--- src/rtl/decoder_pkg.sv ---
// Shared types and constants for the decoder_scan select-vector generator.
package decoder_pkg;

    typedef enum logic [1:0] {
        IDLE   = 2'd0,
        DIRECT = 2'd1,
        SCAN   = 2'd2
    } state_t;

    localparam logic MODE_DIRECT = 1'b0;
    localparam logic MODE_SCAN   = 1'b1;

endpackage

--- src/rtl/onehot_dec.sv ---
// Combinational index decoder: one-hot or thermometer vector plus an out-of-range flag.
module onehot_dec #(
    parameter int SEL_W   = 3,
    parameter int NUM_OUT = 8
) (
    input  logic [SEL_W-1:0]   sel_i,
    input  logic               thermo_i,
    output logic [NUM_OUT-1:0] vec_o,
    output logic               range_err_o
);

    always_comb begin
        vec_o       = '0;
        range_err_o = (int'(sel_i) >= NUM_OUT);
        // An illegal index must never light any output.
        if (!range_err_o) begin
            for (int i = 0; i < NUM_OUT; i++) begin
                vec_o[i] = thermo_i ? (i <= int'(sel_i)) : (i == int'(sel_i));
            end
        end
    end

endmodule

--- src/rtl/decoder_scan.sv ---
// Registered select-vector generator: direct index decode or auto-scan with programmable dwell.
// Define DECODER_THERMO_EN to add the thermo input (thermometer code in direct mode).
//
// state  | meaning
// IDLE   | disabled or waiting for the first index; all outputs low
// DIRECT | out holds the decode of the last accepted index
// SCAN   | one-hot bit walks 0..NUM_OUT-1, each step held dwell+1 cycles
module decoder_scan
    import decoder_pkg::*;
#(
    parameter int SEL_W   = 3,
    parameter int NUM_OUT = 8,
    parameter int DWELL_W = 4
) (
    input  logic               clk,
    input  logic               rst_n,
    input  logic               en,
    input  logic               mode,
    input  logic               in_vld,
    input  logic [SEL_W-1:0]   in_sel,
    output logic               in_rdy,
`ifdef DECODER_THERMO_EN
    input  logic               thermo,
`endif
    input  logic [DWELL_W-1:0] dwell,
    output logic [NUM_OUT-1:0] out,
    output logic               out_vld,
    output logic               err,
    output logic               scan_wrap
);

    state_t               state_q, state_d;
    logic [NUM_OUT-1:0]   out_q, out_d;
    logic                 out_vld_q, out_vld_d;
    logic                 err_q, err_d;
    logic                 wrap_q, wrap_d;
    logic [SEL_W-1:0]     idx_q, idx_d;
    logic [DWELL_W-1:0]   cnt_q, cnt_d;

    logic                 scan_mode;
    logic                 idx_last;
    logic [SEL_W-1:0]     idx_step;
    logic                 thermo_w;
    logic [SEL_W-1:0]     dec_sel;
    logic                 dec_thermo;
    logic [NUM_OUT-1:0]   dec_vec;
    logic                 dec_err;

`ifdef DECODER_THERMO_EN
    assign thermo_w = thermo;
`else
    assign thermo_w = 1'b0;
`endif

    assign scan_mode = (mode == MODE_SCAN);
    assign in_rdy    = en & (mode == MODE_DIRECT);
    assign idx_last  = (idx_q == SEL_W'(NUM_OUT - 1));
    assign idx_step  = idx_last ? '0 : idx_q + 1'b1;

    // Scan index and dwell down-counter; the counter reloads from dwell at each step start.
    always_comb begin
        idx_d  = idx_q;
        cnt_d  = cnt_q;
        wrap_d = 1'b0;
        if (!en || !scan_mode) begin
            idx_d = '0;
            cnt_d = '0;
        end else if (state_q != SCAN) begin
            idx_d = '0;
            cnt_d = dwell;
        end else if (cnt_q == '0) begin
            idx_d  = idx_step;
            cnt_d  = dwell;
            wrap_d = idx_last;
        end else begin
            cnt_d = cnt_q - 1'b1;
        end
    end

    // The decoder serves both paths: scan decodes the upcoming index, direct the presented one.
    assign dec_sel    = scan_mode ? idx_d : in_sel;
    assign dec_thermo = ~scan_mode & thermo_w;

    onehot_dec #(
        .SEL_W   (SEL_W),
        .NUM_OUT (NUM_OUT)
    ) u_dec (
        .sel_i       (dec_sel),
        .thermo_i    (dec_thermo),
        .vec_o       (dec_vec),
        .range_err_o (dec_err)
    );

    always_comb begin
        state_d   = state_q;
        out_d     = out_q;
        out_vld_d = out_vld_q;
        err_d     = err_q;
        if (!en) begin
            state_d   = IDLE;
            out_d     = '0;
            out_vld_d = 1'b0;
            err_d     = 1'b0;
        end else if (scan_mode) begin
            state_d   = SCAN;
            out_d     = dec_vec;
            out_vld_d = 1'b1;
            err_d     = 1'b0;
        end else if (in_vld) begin
            state_d   = DIRECT;
            out_d     = dec_vec;
            out_vld_d = ~dec_err;
            err_d     = dec_err;
        end else if (state_q == SCAN) begin
            // Leaving scan with no index pending: drop the walking bit at once.
            state_d   = DIRECT;
            out_d     = '0;
            out_vld_d = 1'b0;
            err_d     = 1'b0;
        end
    end

    always_ff @(posedge clk or negedge rst_n) begin
        if (!rst_n) begin
            state_q   <= IDLE;
            out_q     <= '0;
            out_vld_q <= 1'b0;
            err_q     <= 1'b0;
            wrap_q    <= 1'b0;
            idx_q     <= '0;
            cnt_q     <= '0;
        end else begin
            state_q   <= state_d;
            out_q     <= out_d;
            out_vld_q <= out_vld_d;
            err_q     <= err_d;
            wrap_q    <= wrap_d;
            idx_q     <= idx_d;
            cnt_q     <= cnt_d;
        end
    end

    assign out       = out_q;
    assign out_vld   = out_vld_q;
    assign err       = err_q;
    assign scan_wrap = wrap_q;

endmodule

--- config.mk ---
export PLATFORM = sky130hd
export DESIGN_NAME = decoder_scan
export DESIGN_NICKNAME = d
export VERILOG_FILES = /design/src/rtl/decoder_pkg.sv /design/src/rtl/onehot_dec.sv /design/src/rtl/decoder_scan.sv
export SDC_FILE = /design/constraint.sdc
export NUM_CORES = 1
export LEC_CHECK = 0
export ABC_CLOCK_PERIOD_IN_PS = 2450
export CORE_ASPECT_RATIO = 0.75
export CORE_MARGIN = 5
export CORE_UTILIZATION = 40
export CTS_BUF_LIST = sky130_fd_sc_hd__clkbuf_16
export CTS_CLUSTER_SIZE = 8
export DETAILED_ROUTE_END_ITERATION = 8
export GPL_ROUTABILITY_DRIVEN = 0
export HOLD_SLACK_MARGIN = 0.1
export PLACE_DENSITY_LB_ADDON = 0.08
export SKIP_CTS_REPAIR_TIMING = 1
export SYNTH_ARGS = -nofsm -noshare
export SYNTH_HDL_FRONTEND = slang
export SYNTH_SLANG_ARGS = --single-unit
export TNS_END_PERCENT = 20
--- constraint.sdc ---
create_clock -name clk -period 2.45 [get_ports clk]
set_clock_uncertainty 0.15 [all_clocks]
set_input_delay 0.49 -clock clk [delete_from_list [all_inputs] [get_ports clk]]
set_output_delay 0.49 -clock clk [all_outputs]
set_load 0.005 [all_outputs]
# Word level (Yosys, flattened, before mapping)
# Cells that the tools add are included.
# totals
register_bits	20
in_bits	12
out_inout_bits	12
# classes
addsub	2
n_eq_ne	11
mux	26
n_bitwise	2
n_reduce_logical	5
# op_table
op	count
$mux 8	4
$mux 3	5
$eq 3x3->1 const A	4
$mux 4	3
$mux 1	10
$mux 2	4
$eq 2x3->1 const A	2
$logic_not 4->1	1
$ne 4x1->1 const B	1
$sub 4x1->4 const B	1
$add 3x1->3 const B	1
$eq 1x3->1 const A	1
$eq 3x3->1 const B	1
$logic_not 3->1	1
$eq 2x2->1 const B	1
$logic_not 1->1	2
$ne 2x2->1 const B	1
$and 1x1->1	1
$logic_or 1x1->1	1
$not 1->1	1

# Longest topological paths before layout
# Gate-level depths: netlist of the first run.
# depth
word_depth	10
depth_mapped	6
mapped_depth_nobuf	6

# Cells and area by module
# From an unflattened synthesis of the first run, not the netlist that was laid out.
# unflattened
cells_unflattened	107
area_unflattened_um2	1087.3
# by_module_without_submodules
mod	instances	cells_each	area_per_inst_um2
decoder_scan	1	87	944.7
onehot_dec	1	20	142.6

# Worst setup path before layout of the first run
# OpenSTA, ideal clock, no wires.
# synth_timing
path_type	register -> register
startpoint	reg cnt_q[0]
endpoint	reg out_q[4] (netlist: out[4])
setup_time_ns	0.069
arrival_ns	1.706
t_required_ns	2.231
setup_slack_ns	0.525
path_stages_with_launch	7
path_buffers	0
cell_sequence	dfrtp_1 inv_1 ha_1 nor3b_4 mux2i_1 a2bb2oi_1 a32o_1
# synth_between
elab_chain_len	9
# synth_rtl
element	line	rtl
from (decl)	decoder_scan.sv:38	logic [DWELL_W-1:0] cnt_q, cnt_d;
from (signal assigned)	decoder_scan.sv:139	cnt_q <= cnt_d;
$logic_not 4->1 (*)	decoder_scan.sv:71	end else if (cnt_q == '0) begin
$mux 3 (*)	decoder_scan.sv:71	
$mux 3 (*)	decoder_scan.sv:68	end else if (state_q != SCAN) begin
$mux 3 (*)	decoder_scan.sv:65	if (!en || !scan_mode) begin
$mux 3 (*)	decoder_scan.sv:81	assign dec_sel = scan_mode ? idx_d : in_sel;
$eq 3x3->1 (*)	onehot_dec.sv:18	vec_o[i] = thermo_i ? (i <= int'(sel_i)) : (i == int'(sel_i));
$mux 8	decoder_scan.sv:109	end else if (in_vld) begin
$mux 8 (*)	decoder_scan.sv:104	end else if (scan_mode) begin
$mux 8 (*)	decoder_scan.sv:99	if (!en) begin
to (signal assigned)	decoder_scan.sv:134	out_q <= out_d;
to (decl)	decoder_scan.sv:33	logic [NUM_OUT-1:0] out_q, out_d;
# Every way passes the cells marked *; elsewhere a longest branch is shown, timed or not.
# A chain may end at the register's enable or synchronous reset.

# Final worst setup path of the first run
# layout_timing
startpoint	in mode
endpoint	out in_rdy
# layout_between
elab_chain_len	2
# layout_rtl
element	line	rtl
from (decl)	decoder_scan.sv:18	input logic mode,
$not 1->1	--	
$and 1x1->1	decoder_scan.sv:56	assign in_rdy = en & (mode == MODE_DIRECT);
to (decl)	decoder_scan.sv:21	output logic in_rdy,
# Every way passes these cells.

==> qor.tcl, run 1 <==
set qor(synth-seq-area-share_pct) 50.60
set qor(synth.lib_cells_used.distinct) 30
set qor(finalCriticalPeriod_ns) 2.320
set qor(dr_total_vias) 768
set qor(synth-main-ff-cell) {sky130_fd_sc_hd__dfrtp_1}
set qor(antenna-diode-count) 0
set qor(die_area_um2) 3429
set qor(synth.top_cells.by_count) {sky130_fd_sc_hd__dfrtp_1 (19), sky130_fd_sc_hd__nor2_1 (10), sky130_fd_sc_hd__nand2_1 (8), sky130_fd_sc_hd__inv_1 (6)}
set qor(cts.path.max_buffers) 2
set qor(first_global_vias) 743
set qor(setup_ws_ns) 0.1303
set qor(layout-drive-gt1-share_pct) 10.08
set qor(hp-class) {reg -> reg}
set qor(dr.pass1.iters) 4
set qor(critical_path_source_type) {primary input}
set qor(ys_ff_latch) 19
set qor(floorplan.initialDensity_pct) 41.38
set qor(synth.area.top_cells) {sky130_fd_sc_hd__dfrtp_1 (51%), sky130_fd_sc_hd__a32o_1 (4.3%), sky130_fd_sc_hd__ha_1 (4.0%), sky130_fd_sc_hd__nor2_1 (4.0%), sky130_fd_sc_hd__mux2i_1 (3.2%)}
set qor(irDropWorstVdd_uv) 478.1
set qor(r2r-start) {cnt_q[0]$_DFF_PN0_}
set qor(grt_antenna_before_repair) 0
set qor(synthMuxAreaShare_pct) 3.196
set qor(sinks_on_clock_net) 19
set qor(timing_max_transition_violations_final) 0
set qor(clock-root-buffer) {sky130_fd_sc_hd__clkbuf_16}
set qor(die_w_um) 65.97
set qor(cp-end-kind) {output pin}
set qor(clkLatencyLatePin_ns) 0.25
set qor(port-buffer-count) 22
set qor(drtAntennaViolNets) 0
set qor(rsz_0062_raised_after_global_routing) {false}
set qor(std_cell_rows) 15
set qor(clkTransAtPathRegs_ns) 0.05
set qor(synth_top_family_by_area) {compound AO/OA/AOI/OAI gates}
set qor(synth_xor_xnor_area_share_pct) 0.9321
set qor(avgSynthCellArea_um2) 10.68
set qor(worstSetupPathType) {in -> out}
set qor(multi_input_gate_area_in_the_final_layout_um2) 434.2
set qor(routed_wirelength_mm) 2.076
set qor(synth_compound_area_share_pct) 20.11
set qor(synth_warnings) 0
set qor(critical_path.startpoint) {mode}
set qor(grt_overflow_total) 0
set qor(final-seq-area_um2) 475.5
set qor(design.final.nets) 135
set qor(grtUsageTotal_pct) 13.19
set qor(setup_viol_count_final) 0
set qor(grt_start_max_net_pins) 20
set qor(postSynthNetCount) 103
set qor(fp.dieH_um) 51.98
set qor(critical_path_peak_fanout) 3
set qor(setup.reg_to_reg.worst_slack_ns) 0.34
set qor(setup_total_negative_slack_ns) 0
set qor(endpoint_required_time_on_the_critical_path_ns) 1.81
set qor(coreArea_um2) 2271
set qor(dr_iter_0_viols) 32
set qor(hpwlAfterDp_mm) 1.639
set qor(synth_simple_gate_area_share_pct) 17.58
set qor(gate_count_post_synth) 88
set qor(mapped_area_um2) 939.7
set qor(timing_hold_violations_final) 0
set qor(numCtsBuffers) 3
set qor(synth_enable_flop_cells) 0
set qor(layout_worst_path_cycle_share_pct) 94.68
set qor(post_drt_wl_per_cell_um) 13.57
set qor(static_leakage_nw) 0.5935
set qor(drcViolationCount) 0
set qor(achievable-frequency_ghz) 0.4311
set qor(synthMostInstantiatedCell) {sky130_fd_sc_hd__dfrtp_1}
set qor(fill_cells) 211
set qor(max-cap-violations) 0
set qor(post-synth-top-area-cell) {sky130_fd_sc_hd__dfrtp_1}
set qor(outcome) {finished clean}
set qor(area_growth_pct) 40.35
set qor(max_h_tree_level) 1
set qor(hold_path_startpoint) {out[2]$_DFFE_PN0P_}
set qor(yosys.area_share.adder_pct) 3.995
set qor(cp_data_arrival_time_ns) 1.68
set qor(pre_cts_slack_ns) 0.1240
set qor(power_density_nw_per_um2) 580.6
set qor(tritoncts) {built}
set qor(routed_via_density) 5.020
set qor(yosys.area.top_type_share_pct) 50.60
set qor(io_pins) 24
set qor(async_reset_ff_share_pct) 100.0
set qor(grt_pass1_wl_mm) 3.436
[metal layers]
layer	GRT usage, %	part of all wire, %
met5	0	0
met4	3.041	0
met1	18.95	52
met2	18.80	43
met3	4.752	5.0
[where the power goes]
group / switching [mW] / internal [mW] / leakage (nW) / total, mW
logic: 0.0515 / 0.0577 / 0.293 / 0.109
clock network: 0.108 / 0.217 / 0.0423 / 0.324
registers: 0.00819 / 0.324 / 0.258 / 0.332
total: 0.167 / 0.598 / 0.593 / 0.766
[layout by cell type (no fill, tap or decap), types with 2 or more instances in the layout]
master | netlist | final
sky130_fd_sc_hd__clkdlybuf4s50_1 | 0 | 22
sky130_fd_sc_hd__a32o_1 | 4 | 4
sky130_fd_sc_hd__nand3_1 | 2 | 2
sky130_fd_sc_hd__nand2b_1 | 3 | 3
sky130_fd_sc_hd__o221ai_1 | 2 | 2
sky130_fd_sc_hd__nand2_1 | 8 | 8
sky130_fd_sc_hd__a211oi_1 | 3 | 3
sky130_fd_sc_hd__a2bb2oi_1 | 2 | 2
sky130_fd_sc_hd__nor2_1 | 10 | 10
sky130_fd_sc_hd__nor3_1 | 2 | 2
sky130_fd_sc_hd__a21oi_1 | 2 | 2
sky130_fd_sc_hd__o31ai_1 | 4 | 4
sky130_fd_sc_hd__ha_1 | 3 | 3
sky130_fd_sc_hd__dfrtp_1 | 19 | 19
sky130_fd_sc_hd__buf_4 | 1 | 6
sky130_fd_sc_hd__mux2i_1 | 3 | 3
sky130_fd_sc_hd__clkbuf_16 | 0 | 3
sky130_fd_sc_hd__inv_1 | 6 | 7
[state kept, by name (all words and copies together) (netlist names)]
signal	flops
out_vld	1
state_q	2
cnt_q	4
out	8
idx_q	3
scan_wrap	1
[logic make-up after synthesis]
| group | Yosys count |
|---|---|
| AND/OR/NAND/NOR | 31 |
| adder cells (fa/ha/maj) | 3 |
| multiplexers | 3 |
| XOR/XNOR | 1 |
| AO/OA/AOI/OAI | 23 |
| other | 1 |
| buffers and inverters | 7 |
| flip-flops | 19 |
[path summary, 6_finish.rpt]
check | to | cells after the start
hold / removal | out[2]$_DFFE_PN0P_ | 2
min in group asynchronous | cnt_q[3]$_DFF_PN0_ | 2
max in group asynchronous | out[5]$_DFFE_PN0P_ | 2
hold reg to reg | out[2]$_DFFE_PN0P_ | 2
setup reg to reg | out[6]$_DFFE_PN0P_ | 6
setup / recovery | in_rdy | 4
[worst max-delay path, cell delays in order]
cell,delay [ns]
sky130_fd_sc_hd__clkdlybuf4s50_1,0.42
sky130_fd_sc_hd__nand2b_1,0.21
sky130_fd_sc_hd__inv_1,0.07
sky130_fd_sc_hd__clkdlybuf4s50_1,0.49
[through the flow]
stage	std cells	power, mW	hold slack, ns	util [%]	instance area [µm²]
2_1_floorplan	88	0.3899	0.04441	-	939.7
3_3_place_gp	149	0.4464	0.3184	54.60	1240
3_5_place_dp	149	0.4474	0.3236	54.60	1240
4_1_cts	153	0.7759	0.3351	58.07	1319
5_1_grt	153	0.8038	0.3579	58.07	1319
6_report	153	0.7657	0.3310	58.07	1319
[cell type report]
cell class              instances  share of cell area (%)
multi-input cells              62                   32.92
repair buffers                 28                   20.11
clock buffers                   3                   5.693
well taps                      34                   3.226
clock inverters                 1                  0.2846
flip-flops and latches         19                   36.05
inverters                       6                   1.708
Note: power is estimated with default switching activity, not from simulation.
==> run 2, diff against run 1 <==
CTS_CLUSTER_DIAMETER = 30   (was unset)
REMOVE_ABC_BUFFERS = 1   (was unset)
==> run 2 against run 1 <==
Effect of this change:
- maximum frequency rose by 0.66%
- sequential cell count did not move
- combinational power barely moved
- critical endpoint unchanged
- design area fell by 0.47%
- sequential share of layout area rose by 0.17 points
- sequential power barely moved
- register-to-register slack got worse by 0.04 ns
- non-clock buffer count fell by 1
- die area did not move
==> qor.tcl, run 2 (same netlist as run 1, synthesis figures left out) <==
set qor(outcome) {finished clean}
set qor(r2r.worst_path.cells) 6 ;# unchanged
set qor(power_density_nw_per_um2) 585.0 ;# +0.76%
set qor(die_w_um) 65.97 ;# unchanged
set qor(stdcell_count) 152 ;# -0.65%
set qor(static_leakage_nw) 0.5879 ;# -0.94%
set qor(critPathMostFrequentCell) {sky130_fd_sc_hd__clkdlybuf4s50_1}
set qor(layout-drive-gt1-share_pct) 10.17 ;# +0.085 points
set qor(switching_share_pct) 21.91 ;# +0.064 points
set qor(std_cell_rows) 15 ;# unchanged
set qor(dr_iter_0_viols) 18 ;# -44%
set qor(floorplan.initialDensity_pct) 41.38 ;# unchanged
set qor(clkLatencyLatePin_ns) 0.25 ;# about the same
set qor(regToRegEndpoint) {out[5]$_DFFE_PN0P_}
set qor(cell_with_the_largest_stage_delay_on_the_worst_path) {sky130_fd_sc_hd__clkdlybuf4s50_1}
set qor(drcViolationCount) 0 ;# unchanged
set qor(cts.path.max_buffers) 2 ;# unchanged
set qor(achievable-frequency_ghz) 0.4339 ;# +0.66%
set qor(timing_hold_violations_final) 0 ;# unchanged
set qor(grt_start_max_net_pins) 20 ;# unchanged
set qor(holdPathStages) 2 ;# unchanged
set qor(critical_path_peak_fanout) 3 ;# unchanged
set qor(port-buffer-count) 22 ;# unchanged
set qor(setup_viol_count_final) 0 ;# unchanged
set qor(numPlacedInstances) 148 ;# -0.67%
set qor(worst_hold_path.endpoint) {out[0]$_DFFE_PN0P_}
set qor(switching_power_mw) 0.1682 ;# +0.57%
set qor(cp_data_arrival_time_ns) 1.66 ;# -0.02 ns
set qor(clock-root-buffer) {sky130_fd_sc_hd__clkbuf_16}
set qor(critical_path_source_type) {primary input}
set qor(drtAntennaViolNets) 0 ;# unchanged
set qor(hp-class) {reg -> reg}
set qor(routed_wirelength_mm) 2.161 ;# +4.1%
set qor(grt_overflow_total) 0 ;# unchanged
set qor(antenna-diode-count) 0 ;# unchanged
set qor(io_pins) 24 ;# unchanged
set qor(sinks_on_clock_net) 19 ;# unchanged
set qor(dr_total_vias) 749 ;# -2.5%
set qor(hold_path_startpoint) {out[0]$_DFFE_PN0P_}
set qor(grt_pass1_wl_mm) 3.767 ;# +9.6%
set qor(postLayoutCoreUtil_pct) 57.80 ;# -0.28 points
set qor(max_h_tree_level) 1 ;# unchanged
set qor(post_drt_wl_per_cell_um) 14.22 ;# +4.8%
set qor(design.final.nets) 134 ;# -0.74%
set qor(clkTransAtPathRegs_ns) 0.05 ;# about the same
set qor(first_global_vias) 792 ;# +6.6%
set qor(cp-end-kind) {output pin}
set qor(routed_via_density) 4.928 ;# -1.8%
set qor(layout_commonest_cell) {sky130_fd_sc_hd__clkdlybuf4s50_1}
set qor(max_stage_delay_ns) 0.49 ;# about the same
set qor(grt_antenna_before_repair) 0 ;# unchanged
set qor(fin_area_um2) 1313 ;# -0.47%
set qor(largest_reg_flops) 8 ;# unchanged
set qor(numCtsBuffers) 3 ;# unchanged
set qor(layout_worst_path_cycle_share_pct) 94.06 ;# -0.62 points
set qor(crit_path_cell_trace) {clkdlybuf4s50_1 -> nand2b_1 -> inv_1 -> clkdlybuf4s50_1}
set qor(instance_area_at_placement_um2) 1232 ;# -0.61%
set qor(max-cap-violations) 0 ;# unchanged
set qor(coreArea_um2) 2271 ;# unchanged
set qor(grtUsageTotal_pct) 14.90 ;# +1.7 points
set qor(tritoncts) {built}
set qor(timing_max_transition_violations_final) 0 ;# unchanged
set qor(worstSetupPathType) {in -> out}
set qor(power.share.combinational_pct) 14.2 ;# about the same
set qor(p_int_mw) 0.5996 ;# +0.20%
set qor(r2r-start) {cnt_q[0]$_DFF_PN0_}
set qor(fp.dieH_um) 51.98 ;# unchanged
set qor(fill_cells) 213 ;# +0.95%
set qor(dr.pass1.iters) 4 ;# unchanged
set qor(report.power.total_mw) 0.7678 ;# +0.28%
set qor(setup.reg_to_reg.worst_slack_ns) 0.30 ;# -0.04 ns
set qor(finalCriticalPeriod_ns) 2.304 ;# -0.01524 ns
set qor(die_area_um2) 3429 ;# unchanged
set qor(irDropWorstVdd_uv) 422.1 ;# -12%
set qor(pwr-share-seq_pct) 43.2 ;# -0.2 points
set qor(rsz_0062_raised_after_global_routing) {false}
set qor(hpwlAfterDp_mm) 1.681 ;# +2.6%
set qor(endpoint_required_time_on_the_critical_path_ns) 1.81 ;# about the same
set qor(layout.cells.most_common_list) {sky130_fd_sc_hd__clkdlybuf4s50_1 (22), sky130_fd_sc_hd__dfrtp_1 (19), sky130_fd_sc_hd__nor2_1 (10)}
set qor(power.share.clock_pct) 42.5 ;# about the same
set qor(setup_total_negative_slack_ns) 0 ;# unchanged
set qor(area_growth_pct) 39.68
## run 2: cell count changes in the layout (fill, tap and decap cells not counted)
cell                       change
sky130_fd_sc_hd__inv_1         -1
sky130_fd_sc_hd__buf_4         -1
sky130_fd_sc_hd__clkinv_2      +1
## run 2: metrics by stage
step / setup slack, ns / hold WS, ns
2_1_floorplan: 0.5251 / 0.04441
3_3_place_gp: 0.1385 / 0.3188
3_5_place_dp: 0.1432 / 0.3198
4_1_cts: 0.1396 / 0.3318
5_1_grt: 0.06034 / 0.3672
6_report: 0.1456 / 0.3253
## run 2: area by class of cell
type | instances | area [µm²] | share of cell area, %
clock buffers | 3 | 75.07 | 5.720
well taps | 34 | 42.54 | 3.241
repair buffers | 27 | 257.7 | 19.64
flip-flops and latches | 19 | 475.5 | 36.22
inverters | 6 | 22.52 | 1.716
multi-input cells | 62 | 434.2 | 33.08
clock inverters | 1 | 5.005 | 0.3813
## run 2: routing by layer
metal | share of wire (%) | up-vias | track usage [%]
li1 | - | 384 | -
met1 | 50 | 351 | 20.19
met2 | 46 | 12 | 23.46
met3 | 3.3 | 2 | 4.752
met4 | 0.32 | 0 | 3.041
met5 | 0 | - | 0
## run 2: power groups by stage
stage / Sequential [mW] / Combinational, mW / Clock [mW]
finish: 0.332 / 0.109 / 0.327
CTS: 0.332 / 0.111 / 0.338
floorplan: 0.336 / 0.0524 / 0
global route: 0.334 / 0.122 / 0.355
global placement: 0.337 / 0.109 / 0
detailed placement: 0.337 / 0.110 / 0
## run 2: worst max-delay path: cells and delay by family
family	cells	cell delay, ns
simple gates	1	0.20
buf+inv	3	0.97
## run 2: worst max-delay path by stage
| stage | from | endpoint | slack, ns |
|---|---|---|---|
| 2_1_floorplan | cnt_q[0]$_DFF_PN0_ | out[4]$_DFFE_PN0P_ | 0.53 |
| 3_3_place_gp | mode | in_rdy | 0.14 |
| 3_5_place_dp | mode | in_rdy | 0.14 |
| 4_1_cts | mode | in_rdy | 0.14 |
| 5_1_grt | cnt_q[0]$_DFF_PN0_ | out[6]$_DFFE_PN0P_ | 0.06 |
| 6_report | mode | in_rdy | 0.15 |
==> run 3, diff against run 2 <==
GPL_TIMING_DRIVEN = 0   (was unset)
HOLD_SLACK_MARGIN = 0.02   (was 0.1)
==> run 3 against run 2 <==
Effect of this change:
- via count grew 1.9%
- combinational power is essentially flat
- sequential cell count is the same
- sequential share of layout area grew 0.42 points
==> qor.tcl, run 3 (same netlist as run 1, synthesis figures left out) <==
set qor(endpoint_required_time_on_the_critical_path_ns) 2.49 ;# +0.68 ns
set qor(design.final.nets) 129 ;# -3.7%
set qor(max_stage_delay_ns) 0.40 ;# -0.09 ns
set qor(coreArea_um2) 2271 ;# unchanged
set qor(antenna-diode-count) 0 ;# unchanged
set qor(static_leakage_nw) 0.5849 ;# -0.51%
set qor(io_pins) 24 ;# unchanged
set qor(setup_viol_count_final) 0 ;# unchanged
set qor(layout.cells.most_common_list) {sky130_fd_sc_hd__clkdlybuf4s50_1 (20), sky130_fd_sc_hd__dfrtp_1 (19), sky130_fd_sc_hd__nor2_1 (10)}
set qor(cts.path.max_buffers) 2 ;# unchanged
set qor(routed_wirelength_mm) 2.140 ;# -0.97%
set qor(drcViolationCount) 0 ;# unchanged
set qor(wl_met1_mm) 1.041 ;# -4.1%
set qor(timing_hold_violations_final) 0 ;# unchanged
set qor(crit_path_cell_trace) {inv_1 -> ha_1 -> nor3b_4 -> mux2i_2 -> a2bb2oi_1 -> a32o_1}
set qor(p_int_mw) 0.5956 ;# -0.66%
set qor(cp_data_arrival_time_ns) 2.26 ;# +0.60 ns
set qor(detailroute.wirelength.met3_um) 100 ;# +41%
set qor(postLayoutCoreUtil_pct) 57.14 ;# -0.66 points
set qor(clkLatencyLatePin_ns) 0.25 ;# about the same
set qor(drtAntennaViolNets) 0 ;# unchanged
set qor(cp_num_buf_inv) 1 ;# -2
set qor(critical_path_peak_fanout) 7 ;# +4
set qor(dr_iter_0_viols) 7 ;# -11
set qor(final-seq-area_um2) 475.5 ;# unchanged
set qor(wl_met2_um) 976 ;# -1.9%
set qor(layout-drive-gt1-share_pct) 8.850 ;# -1.3 points
set qor(worstSetupPathType) {reg -> reg}
set qor(power.share.clock_pct) 43.0 ;# +0.5 points
set qor(std_cell_rows) 15 ;# unchanged
set qor(layout_worst_path_cycle_share_pct) 90.64 ;# -3.4 points
set qor(clock-root-buffer) {sky130_fd_sc_hd__clkbuf_16}
set qor(power_density_nw_per_um2) 592.8 ;# +1.3%
set qor(port-buffer-count) 22 ;# unchanged
set qor(critical_path_source_type) {register}
set qor(layout_commonest_cell) {sky130_fd_sc_hd__clkdlybuf4s50_1}
set qor(report.power.total_mw) 0.7691 ;# +0.17%
set qor(pwr-share-seq_pct) 43.1 ;# about the same
set qor(numPlacedInstances) 143 ;# -3.4%
set qor(timing.max_slew.rel_slack_pct) 42.32
set qor(route.top_layer_used) {met4}
set qor(first_global_vias) 818 ;# +3.3%
set qor(grtUsageTotal_pct) 14.40 ;# -0.50 points
set qor(hpwlAfterDp_mm) 1.603 ;# -4.6%
set qor(finalCriticalPeriod_ns) 2.221 ;# -0.08386 ns
set qor(power.share.combinational_pct) 13.8 ;# -0.4 points
set qor(die_area_um2) 3429 ;# unchanged
set qor(clkTransAtPathRegs_ns) 0.05 ;# about the same
set qor(switching_power_mw) 0.1735 ;# +3.1%
set qor(actual_slew_at_the_worst_max_slew_pin_ns) 0.8625
set qor(grt_antenna_before_repair) 0 ;# unchanged
set qor(multi_input_gate_area_in_the_final_layout_um2) 451.7 ;# +4.0%
set qor(grt_pass1_wl_mm) 3.719 ;# -1.3%
set qor(floorplan.initialDensity_pct) 41.38 ;# unchanged
set qor(max_h_tree_level) 1 ;# unchanged
set qor(achievable-frequency_ghz) 0.4503 ;# +3.8%
set qor(die_w_um) 65.97 ;# unchanged
set qor(switching_share_pct) 22.56 ;# +0.65 points
set qor(rsz_0062_raised_after_global_routing) {false}
set qor(grt_start_max_net_pins) 20 ;# unchanged
set qor(fp.dieH_um) 51.98 ;# unchanged
set qor(setup_total_negative_slack_ns) 0 ;# unchanged
set qor(hp-class) {reg -> reg}
set qor(largest_reg_flops) 8 ;# unchanged
set qor(grt_overflow_total) 0 ;# unchanged
set qor(timing_max_transition_violations_final) 0 ;# unchanged
set qor(dr_total_vias) 763 ;# +1.9%
set qor(area_growth_pct) 38.08
set qor(dr.pass1.iters) 4 ;# unchanged
set qor(irDropWorstVdd_uv) 413.8 ;# -2.0%
set qor(sinks_on_clock_net) 19 ;# unchanged
set qor(post_drt_wl_per_cell_um) 14.56 ;# +2.4%
set qor(fill_cells) 202 ;# -5.2%
set qor(tritoncts) {built}
set qor(numCtsBuffers) 3 ;# unchanged
set qor(stdcell_count) 147 ;# -3.3%
set qor(cell_with_the_largest_stage_delay_on_the_worst_path) {sky130_fd_sc_hd__nor3b_4}
set qor(cpLargestDelayFamily) {compound AO/OA/AOI/OAI gates}
set qor(max-cap-violations) 0 ;# unchanged
set qor(setup.reg_to_reg.worst_slack_ns) 0.23 ;# -0.07 ns
set qor(outcome) {finished clean}
set qor(hold-worst-slack_ns) 0.3285 ;# +0.003144 ns
set qor(cp-end-kind) {register}
set qor(routed_via_density) 5.190 ;# +5.3%
## run 3: power groups by stage
stage | sequential (mW) | combinational (mW) | clock [mW]
after floorplan | 0.336 | 0.0524 | 0
after global placement | 0.337 | 0.101 | 0
after detailed placement | 0.337 | 0.103 | 0
after CTS | 0.332 | 0.103 | 0.342
after global routing | 0.333 | 0.118 | 0.351
final | 0.332 | 0.106 | 0.331
## run 3: final timing paths
path | end | cells past startpoint | startpoint
setup / recovery | out[5]$_DFFE_PN0P_ | 6 | cnt_q[0]$_DFF_PN0_
hold / removal | out[1]$_DFFE_PN0P_ | 2 | out[1]$_DFFE_PN0P_
setup reg to reg | out[5]$_DFFE_PN0P_ | 6 | cnt_q[0]$_DFF_PN0_
hold reg to reg | out[1]$_DFFE_PN0P_ | 2 | out[1]$_DFFE_PN0P_
max in group asynchronous | out[1]$_DFFE_PN0P_ | 1 | rst_n
min in group asynchronous | cnt_q[3]$_DFF_PN0_ | 1 | rst_n
## run 3: area by class of cell
type | count | area share, %
Tap cell | 34 | 3.279
Sequential cell | 19 | 36.64
Inverter | 6 | 1.736
Multi-Input combinational cell | 62 | 34.81
Clock inverter | 1 | 0.3857
Clock buffer | 3 | 5.786
Timing Repair Buffer | 22 | 17.36
## run 3: through the flow
step	setup slack, ns	cell area, µm²
floorplan	0.5251	932.1
global placement	0.004605	1195
detailed placement	0.01094	1195
CTS	-0.003798	1275
global route	0.05048	1297
finish	0.2294	1297
## run 3: per-layer routing
metal  track usage, %  vias up
li1                 -      372
met2            23.63       13
met3            4.968        4
met4            4.054        0
met1            18.03      374
met5                0        -
## run 3: worst register-to-register path, stage by stage (launching register included)
cell and delay (ns):
sky130_fd_sc_hd__dfrtp_1 0.39, sky130_fd_sc_hd__inv_1 0.06, sky130_fd_sc_hd__ha_1 0.20, sky130_fd_sc_hd__nor3b_4 0.40
sky130_fd_sc_hd__mux2i_2 0.34, sky130_fd_sc_hd__a2bb2oi_1 0.38, sky130_fd_sc_hd__a32o_1 0.23
